File: config.mk
export PLATFORM = sky130hd
export DESIGN_NAME = pipe_ctrl_hazard_flat
export DESIGN_NICKNAME = d
export VERILOG_FILES = /design/src/rtl/mips_ctrl_pkg.sv /design/src/rtl/pipe_ctrl_hazard_if.sv /design/src/rtl/pipe_ctrl_hazard_fwd_unit.sv /design/src/rtl/pipe_ctrl_hazard.sv /design/src/flat_wrapper.sv
export SDC_FILE = /design/constraint.sdc
export NUM_CORES = 1
export LEC_CHECK = 0
export ABC_CLOCK_PERIOD_IN_PS = 2000
export CAP_MARGIN = 15
export CELL_PAD_IN_SITES_DETAIL_PLACEMENT = 1
export CELL_PAD_IN_SITES_GLOBAL_PLACEMENT = 2
export CORE_ASPECT_RATIO = 1.1
export CORE_MARGIN = 4
export CORE_UTILIZATION = 26
export CTS_BUF_LIST = sky130_fd_sc_hd__clkbuf_8
export CTS_CLUSTER_SIZE = 24
export DETAILED_ROUTE_END_ITERATION = 10
export PLACE_DENSITY_LB_ADDON = 0.05
export SLEW_MARGIN = 20
export SYNTH_ARGS = -nofsm -noshare
export SYNTH_HDL_FRONTEND = slang
export SYNTH_SLANG_ARGS = --single-unit
File: constraint.sdc
create_clock -name clk -period 2 [get_ports clk]
set_clock_uncertainty 0.15 [all_clocks]
set_input_delay 0.4 -clock clk [delete_from_list [all_inputs] [get_ports clk]]
set_output_delay 0.4 -clock clk [all_outputs]
set_load 0.01 [all_outputs]
File: src/rtl/mips_ctrl_pkg.sv
// Shared control-bundle types and encodings for the decoder-to-pipeline control path.
// Stage structs shrink as fields are consumed so each stage only carries what it still needs.
package mips_ctrl_pkg;

    typedef struct packed {
        logic       reg_dst;
        logic       reg_write;
        logic       alu_src;
        logic       mem_read;
        logic       mem_write;
        logic       mem_to_reg;
        logic       branch;
        logic       jump;
        logic [1:0] alu_op;
    } ctrl_t;

    typedef struct packed {
        logic       reg_write;
        logic       mem_to_reg;
        logic       alu_src;
        logic       mem_read;
        logic       mem_write;
        logic       branch;
        logic [1:0] alu_op;
    } ex_ctrl_t;

    typedef struct packed {
        logic reg_write;
        logic mem_to_reg;
        logic mem_read;
        logic mem_write;
    } mem_ctrl_t;

    typedef struct packed {
        logic reg_write;
        logic mem_to_reg;
    } wb_ctrl_t;

    localparam logic [1:0] ALUOP_ADD   = 2'b00;
    localparam logic [1:0] ALUOP_SUB   = 2'b01;
    localparam logic [1:0] ALUOP_RTYPE = 2'b10;
    localparam logic [1:0] ALUOP_IMM   = 2'b11;

    localparam logic [1:0] FWD_REG = 2'b00;
    localparam logic [1:0] FWD_MEM = 2'b10;
    localparam logic [1:0] FWD_WB  = 2'b01;

endpackage

File: src/rtl/pipe_ctrl_hazard_if.sv
// Control bundle between the ID decoder/datapath and the pipeline control unit.
// master = decoder/datapath side, slave = pipe_ctrl_hazard.
interface pipe_ctrl_hazard_if #(
    parameter int RA_W  = 5,
    parameter int CNT_W = 16
);
    logic             id_valid;
    logic             id_reg_dst;
    logic             id_reg_write;
    logic             id_alu_src;
    logic             id_mem_read;
    logic             id_mem_write;
    logic             id_mem_to_reg;
    logic             id_branch;
    logic             id_jump;
    logic [1:0]       id_alu_op;
    logic [RA_W-1:0]  id_rs;
    logic [RA_W-1:0]  id_rt;
    logic [RA_W-1:0]  id_rd;
    logic             ex_branch_taken;

    logic             stall;
    logic             flush_ifid;
    logic             ex_alu_src;
    logic             ex_mem_read;
    logic             ex_mem_write;
    logic             ex_branch;
    logic [1:0]       ex_alu_op;
    logic [RA_W-1:0]  ex_dest;
    logic [1:0]       fwd_a;
    logic [1:0]       fwd_b;
    logic             mem_mem_read;
    logic             mem_mem_write;
    logic             wb_reg_write;
    logic             wb_mem_to_reg;
    logic [RA_W-1:0]  wb_dest;
    logic [CNT_W-1:0] bubble_cnt;

    modport master (
        output id_valid, id_reg_dst, id_reg_write, id_alu_src, id_mem_read,
               id_mem_write, id_mem_to_reg, id_branch, id_jump, id_alu_op,
               id_rs, id_rt, id_rd, ex_branch_taken,
        input  stall, flush_ifid, ex_alu_src, ex_mem_read, ex_mem_write,
               ex_branch, ex_alu_op, ex_dest, fwd_a, fwd_b, mem_mem_read,
               mem_mem_write, wb_reg_write, wb_mem_to_reg, wb_dest, bubble_cnt
    );

    modport slave (
        input  id_valid, id_reg_dst, id_reg_write, id_alu_src, id_mem_read,
               id_mem_write, id_mem_to_reg, id_branch, id_jump, id_alu_op,
               id_rs, id_rt, id_rd, ex_branch_taken,
        output stall, flush_ifid, ex_alu_src, ex_mem_read, ex_mem_write,
               ex_branch, ex_alu_op, ex_dest, fwd_a, fwd_b, mem_mem_read,
               mem_mem_write, wb_reg_write, wb_mem_to_reg, wb_dest, bubble_cnt
    );
endinterface

File: src/rtl/pipe_ctrl_hazard_fwd_unit.sv
// EX-stage forwarding select for a single source operand.
// The younger result in MEM takes precedence over WB; register 0 is never forwarded.
module fwd_unit
    import mips_ctrl_pkg::*;
#(
    parameter int RA_W = 5
) (
    input  logic [RA_W-1:0] src,
    input  logic            mem_valid,
    input  logic            mem_reg_write,
    input  logic [RA_W-1:0] mem_dest,
    input  logic            wb_valid,
    input  logic            wb_reg_write,
    input  logic [RA_W-1:0] wb_dest,
    output logic [1:0]      sel
);
    logic mem_hit;
    logic wb_hit;

    assign mem_hit = mem_valid & mem_reg_write & (mem_dest != '0) & (mem_dest == src);
    assign wb_hit  = wb_valid  & wb_reg_write  & (wb_dest  != '0) & (wb_dest  == src);

    always_comb begin
        sel = FWD_REG;
        if (mem_hit) begin
            sel = FWD_MEM;
        end else if (wb_hit) begin
            sel = FWD_WB;
        end
    end
endmodule

File: src/rtl/pipe_ctrl_hazard.sv
// ID/EX, EX/MEM, MEM/WB control registers with load-use stall, branch/jump squash,
// EX forwarding selects and a saturating count of inserted bubbles.
module pipe_ctrl_hazard
    import mips_ctrl_pkg::*;
#(
    parameter int RA_W  = 5,
    parameter int CNT_W = 16
) (
    input  logic                 clk,
    input  logic                 rst,
    pipe_ctrl_hazard_if.slave    bus
);
    ctrl_t            id_ctrl;
    logic             uses_rt;
    logic             load_use;
    logic             br;
    logic             jmp;
    logic             squash;
    logic             ex_load;

    logic             ex_valid_reg,  mem_valid_reg, wb_valid_reg;
    ex_ctrl_t         ex_ctrl_reg,   ex_ctrl_next;
    mem_ctrl_t        mem_ctrl_reg;
    wb_ctrl_t         wb_ctrl_reg;
    logic [RA_W-1:0]  ex_dest_reg,   ex_dest_next;
    logic [RA_W-1:0]  ex_rs_reg,     ex_rs_next;
    logic [RA_W-1:0]  ex_rt_reg,     ex_rt_next;
    logic [RA_W-1:0]  mem_dest_reg,  wb_dest_reg;
    logic [CNT_W-1:0] bubble_cnt_reg, bubble_cnt_next;

    logic [RA_W-1:0]  fwd_src [2];
    logic [1:0]       fwd_sel [2];

    assign id_ctrl = '{reg_dst:    bus.id_reg_dst,   reg_write: bus.id_reg_write,
                       alu_src:    bus.id_alu_src,   mem_read:  bus.id_mem_read,
                       mem_write:  bus.id_mem_write, mem_to_reg: bus.id_mem_to_reg,
                       branch:     bus.id_branch,    jump:      bus.id_jump,
                       alu_op:     bus.id_alu_op};

    // Hazard detection; branch resolution in EX outranks everything in ID.
    assign uses_rt  = ~id_ctrl.alu_src | id_ctrl.mem_write | id_ctrl.branch;
    assign load_use = ex_valid_reg & ex_ctrl_reg.mem_read & (ex_dest_reg != '0)
                    & ((ex_dest_reg == bus.id_rs) | (uses_rt & (ex_dest_reg == bus.id_rt)))
                    & bus.id_valid;
    assign br       = ex_valid_reg & ex_ctrl_reg.branch & bus.ex_branch_taken;
    assign jmp      = bus.id_valid & id_ctrl.jump;
    assign squash   = br | load_use | jmp;
    assign ex_load  = bus.id_valid & ~squash;

    assign bus.stall      = load_use & ~br;
    assign bus.flush_ifid = br | (jmp & ~load_use);

    always_comb begin
        ex_ctrl_next = '0;
        ex_dest_next = '0;
        ex_rs_next   = '0;
        ex_rt_next   = '0;
        if (ex_load) begin
            ex_ctrl_next = '{reg_write: id_ctrl.reg_write, mem_to_reg: id_ctrl.mem_to_reg,
                             alu_src:   id_ctrl.alu_src,   mem_read:   id_ctrl.mem_read,
                             mem_write: id_ctrl.mem_write, branch:     id_ctrl.branch,
                             alu_op:    id_ctrl.alu_op};
            ex_dest_next = id_ctrl.reg_dst ? bus.id_rd : bus.id_rt;
            ex_rs_next   = bus.id_rs;
            ex_rt_next   = bus.id_rt;
        end
    end

    // Idle ID cycles are not bubbles we caused, so they are not counted.
    always_comb begin
        bubble_cnt_next = bubble_cnt_reg;
        if (bus.id_valid & squash & (bubble_cnt_reg != {CNT_W{1'b1}})) begin
            bubble_cnt_next = bubble_cnt_reg + 1'b1;
        end
    end

    always_ff @(posedge clk) begin
        if (rst) begin
            ex_valid_reg   <= 1'b0;
            ex_ctrl_reg    <= '0;
            ex_dest_reg    <= '0;
            ex_rs_reg      <= '0;
            ex_rt_reg      <= '0;
            mem_valid_reg  <= 1'b0;
            mem_ctrl_reg   <= '0;
            mem_dest_reg   <= '0;
            wb_valid_reg   <= 1'b0;
            wb_ctrl_reg    <= '0;
            wb_dest_reg    <= '0;
            bubble_cnt_reg <= '0;
        end else begin
            ex_valid_reg   <= ex_load;
            ex_ctrl_reg    <= ex_ctrl_next;
            ex_dest_reg    <= ex_dest_next;
            ex_rs_reg      <= ex_rs_next;
            ex_rt_reg      <= ex_rt_next;
            mem_valid_reg  <= ex_valid_reg;
            mem_ctrl_reg   <= '{reg_write: ex_ctrl_reg.reg_write, mem_to_reg: ex_ctrl_reg.mem_to_reg,
                                mem_read:  ex_ctrl_reg.mem_read,  mem_write:  ex_ctrl_reg.mem_write};
            mem_dest_reg   <= ex_dest_reg;
            wb_valid_reg   <= mem_valid_reg;
            wb_ctrl_reg    <= '{reg_write: mem_ctrl_reg.reg_write, mem_to_reg: mem_ctrl_reg.mem_to_reg};
            wb_dest_reg    <= mem_dest_reg;
            bubble_cnt_reg <= bubble_cnt_next;
        end
    end

    assign fwd_src[0] = ex_rs_reg;
    assign fwd_src[1] = ex_rt_reg;

    generate
        for (genvar gi = 0; gi < 2; gi++) begin : g_fwd
            fwd_unit #(.RA_W(RA_W)) u_fwd (
                .src           (fwd_src[gi]),
                .mem_valid     (mem_valid_reg),
                .mem_reg_write (mem_ctrl_reg.reg_write),
                .mem_dest      (mem_dest_reg),
                .wb_valid      (wb_valid_reg),
                .wb_reg_write  (wb_ctrl_reg.reg_write),
                .wb_dest       (wb_dest_reg),
                .sel           (fwd_sel[gi])
            );
        end
    endgenerate

    assign bus.fwd_a         = fwd_sel[0];
    assign bus.fwd_b         = fwd_sel[1];
    assign bus.ex_alu_src    = ex_ctrl_reg.alu_src;
    assign bus.ex_mem_read   = ex_ctrl_reg.mem_read;
    assign bus.ex_mem_write  = ex_ctrl_reg.mem_write;
    assign bus.ex_branch     = ex_ctrl_reg.branch;
    assign bus.ex_alu_op     = ex_ctrl_reg.alu_op;
    assign bus.ex_dest       = ex_dest_reg;
    assign bus.mem_mem_read  = mem_ctrl_reg.mem_read;
    assign bus.mem_mem_write = mem_ctrl_reg.mem_write;
    assign bus.wb_reg_write  = wb_ctrl_reg.reg_write;
    assign bus.wb_mem_to_reg = wb_ctrl_reg.mem_to_reg;
    assign bus.wb_dest       = wb_dest_reg;
    assign bus.bubble_cnt    = bubble_cnt_reg;
endmodule
File: src/flat_wrapper.sv
// flat-port wrapper written by rule: the top's interface ports become plain ports
module pipe_ctrl_hazard_flat import mips_ctrl_pkg::*;
#(
    parameter int RA_W  = 5,
    parameter int CNT_W = 16
)
  (clk, rst, bus_id_valid, bus_id_reg_dst, bus_id_reg_write, bus_id_alu_src, bus_id_mem_read, bus_id_mem_write, bus_id_mem_to_reg, bus_id_branch, bus_id_jump, bus_id_alu_op, bus_id_rs, bus_id_rt, bus_id_rd, bus_ex_branch_taken, bus_stall, bus_flush_ifid, bus_ex_alu_src, bus_ex_mem_read, bus_ex_mem_write, bus_ex_branch, bus_ex_alu_op, bus_ex_dest, bus_fwd_a, bus_fwd_b, bus_mem_mem_read, bus_mem_mem_write, bus_wb_reg_write, bus_wb_mem_to_reg, bus_wb_dest, bus_bubble_cnt);
  pipe_ctrl_hazard_if #(.RA_W(RA_W), .CNT_W(CNT_W)) bus_i ();
  input  logic clk;
  input  logic rst;
  input wire logic [$bits(bus_i.id_valid)-1:0] bus_id_valid;
  input wire logic [$bits(bus_i.id_reg_dst)-1:0] bus_id_reg_dst;
  input wire logic [$bits(bus_i.id_reg_write)-1:0] bus_id_reg_write;
  input wire logic [$bits(bus_i.id_alu_src)-1:0] bus_id_alu_src;
  input wire logic [$bits(bus_i.id_mem_read)-1:0] bus_id_mem_read;
  input wire logic [$bits(bus_i.id_mem_write)-1:0] bus_id_mem_write;
  input wire logic [$bits(bus_i.id_mem_to_reg)-1:0] bus_id_mem_to_reg;
  input wire logic [$bits(bus_i.id_branch)-1:0] bus_id_branch;
  input wire logic [$bits(bus_i.id_jump)-1:0] bus_id_jump;
  input wire logic [$bits(bus_i.id_alu_op)-1:0] bus_id_alu_op;
  input wire logic [$bits(bus_i.id_rs)-1:0] bus_id_rs;
  input wire logic [$bits(bus_i.id_rt)-1:0] bus_id_rt;
  input wire logic [$bits(bus_i.id_rd)-1:0] bus_id_rd;
  input wire logic [$bits(bus_i.ex_branch_taken)-1:0] bus_ex_branch_taken;
  output wire logic [$bits(bus_i.stall)-1:0] bus_stall;
  output wire logic [$bits(bus_i.flush_ifid)-1:0] bus_flush_ifid;
  output wire logic [$bits(bus_i.ex_alu_src)-1:0] bus_ex_alu_src;
  output wire logic [$bits(bus_i.ex_mem_read)-1:0] bus_ex_mem_read;
  output wire logic [$bits(bus_i.ex_mem_write)-1:0] bus_ex_mem_write;
  output wire logic [$bits(bus_i.ex_branch)-1:0] bus_ex_branch;
  output wire logic [$bits(bus_i.ex_alu_op)-1:0] bus_ex_alu_op;
  output wire logic [$bits(bus_i.ex_dest)-1:0] bus_ex_dest;
  output wire logic [$bits(bus_i.fwd_a)-1:0] bus_fwd_a;
  output wire logic [$bits(bus_i.fwd_b)-1:0] bus_fwd_b;
  output wire logic [$bits(bus_i.mem_mem_read)-1:0] bus_mem_mem_read;
  output wire logic [$bits(bus_i.mem_mem_write)-1:0] bus_mem_mem_write;
  output wire logic [$bits(bus_i.wb_reg_write)-1:0] bus_wb_reg_write;
  output wire logic [$bits(bus_i.wb_mem_to_reg)-1:0] bus_wb_mem_to_reg;
  output wire logic [$bits(bus_i.wb_dest)-1:0] bus_wb_dest;
  output wire logic [$bits(bus_i.bubble_cnt)-1:0] bus_bubble_cnt;
  assign bus_i.id_valid = bus_id_valid;
  assign bus_i.id_reg_dst = bus_id_reg_dst;
  assign bus_i.id_reg_write = bus_id_reg_write;
  assign bus_i.id_alu_src = bus_id_alu_src;
  assign bus_i.id_mem_read = bus_id_mem_read;
  assign bus_i.id_mem_write = bus_id_mem_write;
  assign bus_i.id_mem_to_reg = bus_id_mem_to_reg;
  assign bus_i.id_branch = bus_id_branch;
  assign bus_i.id_jump = bus_id_jump;
  assign bus_i.id_alu_op = bus_id_alu_op;
  assign bus_i.id_rs = bus_id_rs;
  assign bus_i.id_rt = bus_id_rt;
  assign bus_i.id_rd = bus_id_rd;
  assign bus_i.ex_branch_taken = bus_ex_branch_taken;
  assign bus_stall = bus_i.stall;
  assign bus_flush_ifid = bus_i.flush_ifid;
  assign bus_ex_alu_src = bus_i.ex_alu_src;
  assign bus_ex_mem_read = bus_i.ex_mem_read;
  assign bus_ex_mem_write = bus_i.ex_mem_write;
  assign bus_ex_branch = bus_i.ex_branch;
  assign bus_ex_alu_op = bus_i.ex_alu_op;
  assign bus_ex_dest = bus_i.ex_dest;
  assign bus_fwd_a = bus_i.fwd_a;
  assign bus_fwd_b = bus_i.fwd_b;
  assign bus_mem_mem_read = bus_i.mem_mem_read;
  assign bus_mem_mem_write = bus_i.mem_mem_write;
  assign bus_wb_reg_write = bus_i.wb_reg_write;
  assign bus_wb_mem_to_reg = bus_i.wb_mem_to_reg;
  assign bus_wb_dest = bus_i.wb_dest;
  assign bus_bubble_cnt = bus_i.bubble_cnt;
  pipe_ctrl_hazard #(.RA_W(RA_W), .CNT_W(CNT_W)) u_core (.clk(clk), .rst(rst), .bus(bus_i));
endmodule
; Word-level counts from Yosys, hierarchy flattened
; Cells that the tools add are included.
[totals]
register_bits = 58
latch_bits = 0
ram_bits = 0
romBits = 0
out_inout_bits = 42
word_cells = 71
n_memories = 0
[classes]
n_addsub = 1
n_mul = 0
n_div = 0
magnitude_cmp = 0
n_eq_ne = 7
shift = 0
muxes = 5
bitwise = 32
n_reduce_logical = 4
[ops]
columns = operator, count
row1 = $eq 5x5->1, 6
row2 = $and 1x1->1, 21
row3 = $add 16x1->16 const B, 1
row4 = $ne 16x16->1 const B, 1
row5 = $reduce_bool 5->1, 3
row6 = $or 1x1->1, 6
row7 = $mux 5, 1
row8 = $not 1->1, 5
row9 = $mux 2, 2
row10 = $mux 1, 2
row11 = $reduce_or 2->1, 1

; Depth between registers and ports, before layout
[logic_depth]
word_depth = 13
ltp_mapped = 9
depth_no_buf = 7

; Modules after synthesis
; Synthesis repeated with hierarchy kept, for this count alone.
[unflattened]
cells_unflattened = 262
area_unflattened_um2 = 2637.5
[by_module_without_submodules]
columns = mod, n_inst, cells_each, area_per_inst_um2
row1 = pipe_ctrl_hazard, 1, 222, 2307.2
row2 = fwd_unit, 2, 20, 165.2

; Least setup slack after synthesis
; No wires, ideal clock.
[synth_path]
path_type = register -> output
from = register u_core.mem_dest_reg[1]
to = output port bus_fwd_a[0]
arrival_ns = 1.572
required_time_ns = 1.450
slack_ns = -0.122
stages_incl_launch_ff = 5
cell_sequence = dfxtp_1 -> or4_1 -> o211ai_1 -> nor4_1 -> nor4_1
[synth_between]
elab_chain_cells = 4
[synth_lines]
columns = item, line
row1 = from (decl), pipe_ctrl_hazard.sv:28  ; logic [RA_W-1:0] mem_dest_reg, wb_dest_reg;
row2 = from (signal assigned), pipe_ctrl_hazard.sv:100  ; mem_dest_reg <= ex_dest_reg;
row3 = $reduce_bool 5->1, pipe_ctrl_hazard_fwd_unit.sv:20  ; assign mem_hit = mem_valid & mem_reg_write & (mem_dest != '0) & (mem_dest == src);
row4 = $and 1x1->1, pipe_ctrl_hazard_fwd_unit.sv:20
row5 = $and 1x1->1 *, pipe_ctrl_hazard_fwd_unit.sv:20
row6 = net u_core.g_fwd[0].u_fwd.mem_hit, pipe_ctrl_hazard_fwd_unit.sv:17  ; logic mem_hit;
row7 = $mux 2 *, pipe_ctrl_hazard_fwd_unit.sv:25  ; if (mem_hit) begin
row8 = to (decl), flat_wrapper.sv:33  ; output wire logic [$bits(bus_i.fwd_a)-1:0] bus_fwd_a;
; Mark *: on every way through the listed nets, which the timed path passes. The rest lies on a longest branch.

; Worst setup path in the final report
[layout_path]
from = register u_core.wb_dest_reg[1], in the netlist u_core.bus.wb_dest[1]
to = output port bus_fwd_a[0]
[layout_between]
elab_chain_cells = 5
[layout_lines]
columns = item, line
row1 = from (decl), pipe_ctrl_hazard.sv:28
row2 = from (signal assigned), pipe_ctrl_hazard.sv:103  ; wb_dest_reg <= mem_dest_reg;
row3 = $reduce_bool 5->1, pipe_ctrl_hazard_fwd_unit.sv:21  ; assign wb_hit = wb_valid & wb_reg_write & (wb_dest != '0) & (wb_dest == src);
row4 = $and 1x1->1, pipe_ctrl_hazard_fwd_unit.sv:21
row5 = $and 1x1->1 *, pipe_ctrl_hazard_fwd_unit.sv:21
row6 = $mux 1 *, pipe_ctrl_hazard_fwd_unit.sv:27  ; end else if (wb_hit) begin
row7 = $mux 2 *, pipe_ctrl_hazard_fwd_unit.sv:25
; Mark *: on every way between the ends. The rest lies on a longest branch, timed or not.

==> key figures <==
Status
  • Status: finished with violations
  • Failing checks: setup timing

Global routing
  • Antenna violations before repair: 0
  • GRT Max-Usage Layer: met2
  • GR Layer Usage met1: 0.1730
  • First-pass GRT wire length: 12210 um
  • Vias in the first global route: 2456
  • Met2 Resource Use GR: 0.2386
  • Met3 GRT Util: 0.04569
  • GRT Resource Usage Total: 0.1432
  • Largest net degree at the start of global routing: 23
  • GRT overflow: 0

Detailed routing
  • Number of vias per cell: 4.537
  • Residual DRC: 0
  • Pre-antenna DRT Iters: 4
  • Routed len/inst: 14.92 um
  • WL final: 7533 um
  • Via count: 2291
  • Initial DRC Count: 59
  • Final ANT Viol Nets: 0

Place
  • I/O Buffers: 70
  • Pre-CTS setup slack: -805.7 ps
  • Final Wtd Congestion: 0.7762
  • Detailed placement HPWL: 5687 um
  • Placed Area: 3691 um^2

Cells and area
  • Syn-to-layout area delta: 72.79%
  • Max FFs per register: 16
  • Final Util: 0.4701
  • Most common cell after layout, fill and taps aside: clkdlybuf4s50_1
  • Nets: 417
  • Fillers: 1013
  • Most frequent cells in the layout: clkdlybuf4s50_1 (49), buf_4 (47), dfxtp_1 (43)
  • Register area: 1192 um^2
  • Share of layout cells above drive strength 1: 0.3811
  • Post-route cell area: 4235 um^2
  • Antenna cell count: 0
  • Multi-input logic area: 1454 um^2

Floorplan
  • Full die area: 11050 um^2
  • IO Count: 71
  • FP Rows: 36
  • Die height: 109.8 um
  • Starting Density: 0.2721
  • Chip Width: 100.6 um
  • Core ar.: 9009 um^2

Logic synthesis
  • Mean post-synth cell area: 9.688 um^2
  • Post-synthesis cell type count: 41
  • Post-synth net total: 283
  • Warning count from the yosys run: 0
  • Synth top area cells: dfxtp_1 (47%), xnor2_1 (5.7%), nor2b_1 (5.4%)
  • Post-synthesis register bit count: 58
  • Seq/Total Area, Yosys: 0.4737
  • Post-Syn Area: 2451 um^2
  • Synth top area share: 0.4737
  • Post-synthesis cell count: 253
  • Cell accounting for the most synthesized area: dfxtp_1

Critical path
  • CP arrival: 1890 ps
  • Worst setup path startpoint: u_core.bus.wb_dest[1]
  • Crit Path Max Fanout: 3
  • Critical path capture point type: output port
  • Crit Path Category: flip-flop to output port
  • CP top delay family: simple AND/OR/NAND/NOR gates
  • Worst r2r src: u_core.bus.ex_dest[4]
  • Reg2reg end: u_core.bus.bubble_cnt[4]
  • Reg2Reg Depth: 9
  • CP Data Required Time: 1450 ps
  • R2R setup slack: -50 ps
  • Slowest stage delay, CP: 550 ps
  • CP Launch Type: flip-flop
  • Worst path cell trace: buf_6, xor2_1, or4_4, nor4_4, buf_2
  • CP Buf/Inv Count: 2
  • Slowest stage cell, crit path: or4_4

STA
  • Slew @ Worst Pin: 406.3 ps
  • WHS: 282.5 ps
  • Final Hold Vio Count: 0
  • RSZ-0062 raised after global routing: yes
  • Final setup vio count: 8
  • Slew Limit Fails: 0
  • Max-slew headroom: 0.7288
  • Final setup margin: -438.5 ps
  • Min Tclk post-route: 2439 ps
  • Fmax: 410.1 MHz
  • Final period utilization: 1.219

Clock tree
  • CTS Buffer Depth: 2
  • # hold bufs at CTS: 0
  • CTS tree: built
  • Worst-skew pair later-pin latency: 340 ps
  • Reg clk slew, reported paths: 60 ps
  • CTS sink count: 58
  • Root Buffer: clkbuf_8
  • CTS H-tree lvls: 3
  • Num CTS Buffers: 9

Min path
  • Hold EP: u_core.bus.ex_mem_write
  • Hold crit path type: primary input to flip-flop
  • Hold Path Stages: 2
  • Hold Path Origin: bus_id_mem_write

Power and ir drop
  • Leak pwr: 1.752 nW
  • VDD IR max: 0.2935 mV
  • Power Density: 604.3 nW/um^2

Run
  • Maximum Capacitance Violations: 0
==> how the worst max path moves through the flow <==
stage                         endpoint  slack (ps)  depth (start not counted)
after detailed placement     bus_stall        -810                          7
after CTS                 bus_fwd_a[0]        -460                          5
after floorplan           bus_fwd_b[0]         -10                          4
after global placement       bus_stall        -810                          7
after global routing      bus_fwd_a[0]        -540                          5
final                     bus_fwd_a[0]        -440                          5
==> layout make-up <==
class                      count  area share
multi-input combinational    180      0.3433
timing repair buffer         135      0.2939
sequential                    58      0.2815
tap                          114     0.03368
clock buffer                  10     0.03250
clock inverter                 5     0.01123
inverter                       3    0.003840
==> synth_stat cells, drive strengths merged <==
master   instances
dfxtp           58
nor2b           21
and2            20
xnor2           16
xor2            15
nor2            13
a21oi           12
o21ai           12
nand2            9
or3              9
buf              8
nand3            8
mux2i            6
nor4             6
or4              6
nand4            5
clkbuf           4
inv              3
nor3             3
and4             2
mux2             2
nand2b           2
o211ai           2
a31oi            1
a32o             1
ha               1
nand3b           1
o2111ai          1
o21ba            1
o221a            1
o22ai            1
o31a             1
o31ai            1
or2              1
==> where the power goes <==
group	total, mW	internal (mW)	leakage [nW]	switching, mW
clock network	1.04	0.589	0.105	0.453
logic	0.314	0.185	1.17	0.129
registers	1.20	1.18	0.480	0.0236
==> metrics by stage <==
stage / total power, mW / cells / setup TNS, ps
detailed placement: 1.500 / 480 / -22930
CTS: 2.578 / 503 / -2436
floorplan: 1.337 / 253 / -19.67
global placement: 1.496 / 480 / -22430
global route: 2.686 / 505 / -4552
finish: 2.559 / 505 / -1890
==> timing repair <==
item	in CTS	in global routing
endpoints found under the hold margin	0	0
pin swaps	27	22
resized for setup	82	37
buffers inserted	8	1
setup endpoints to repair	47	41
gates cloned	0	2
==> cell families after synthesis <==
| family | count (synthesis) | synth area share |
|---|---|---|
| compound gates | 34 | 0.09036 |
| xor+xnor | 31 | 0.1108 |
| fa+ha+maj | 1 | 0.005104 |
| buf+inv | 15 | 0.03675 |
| flops | 58 | 0.4737 |
| mux | 8 | 0.03369 |
| simple gates | 106 | 0.2496 |
==> metal layers <==
metal,up-vias,share of wire
met5,-,0
met3,13,0.056
li1,1139,-
met1,1086,0.44
met2,53,0.49
met4,0,0.018
No activity file was read; power rests on OpenSTA's default activity.
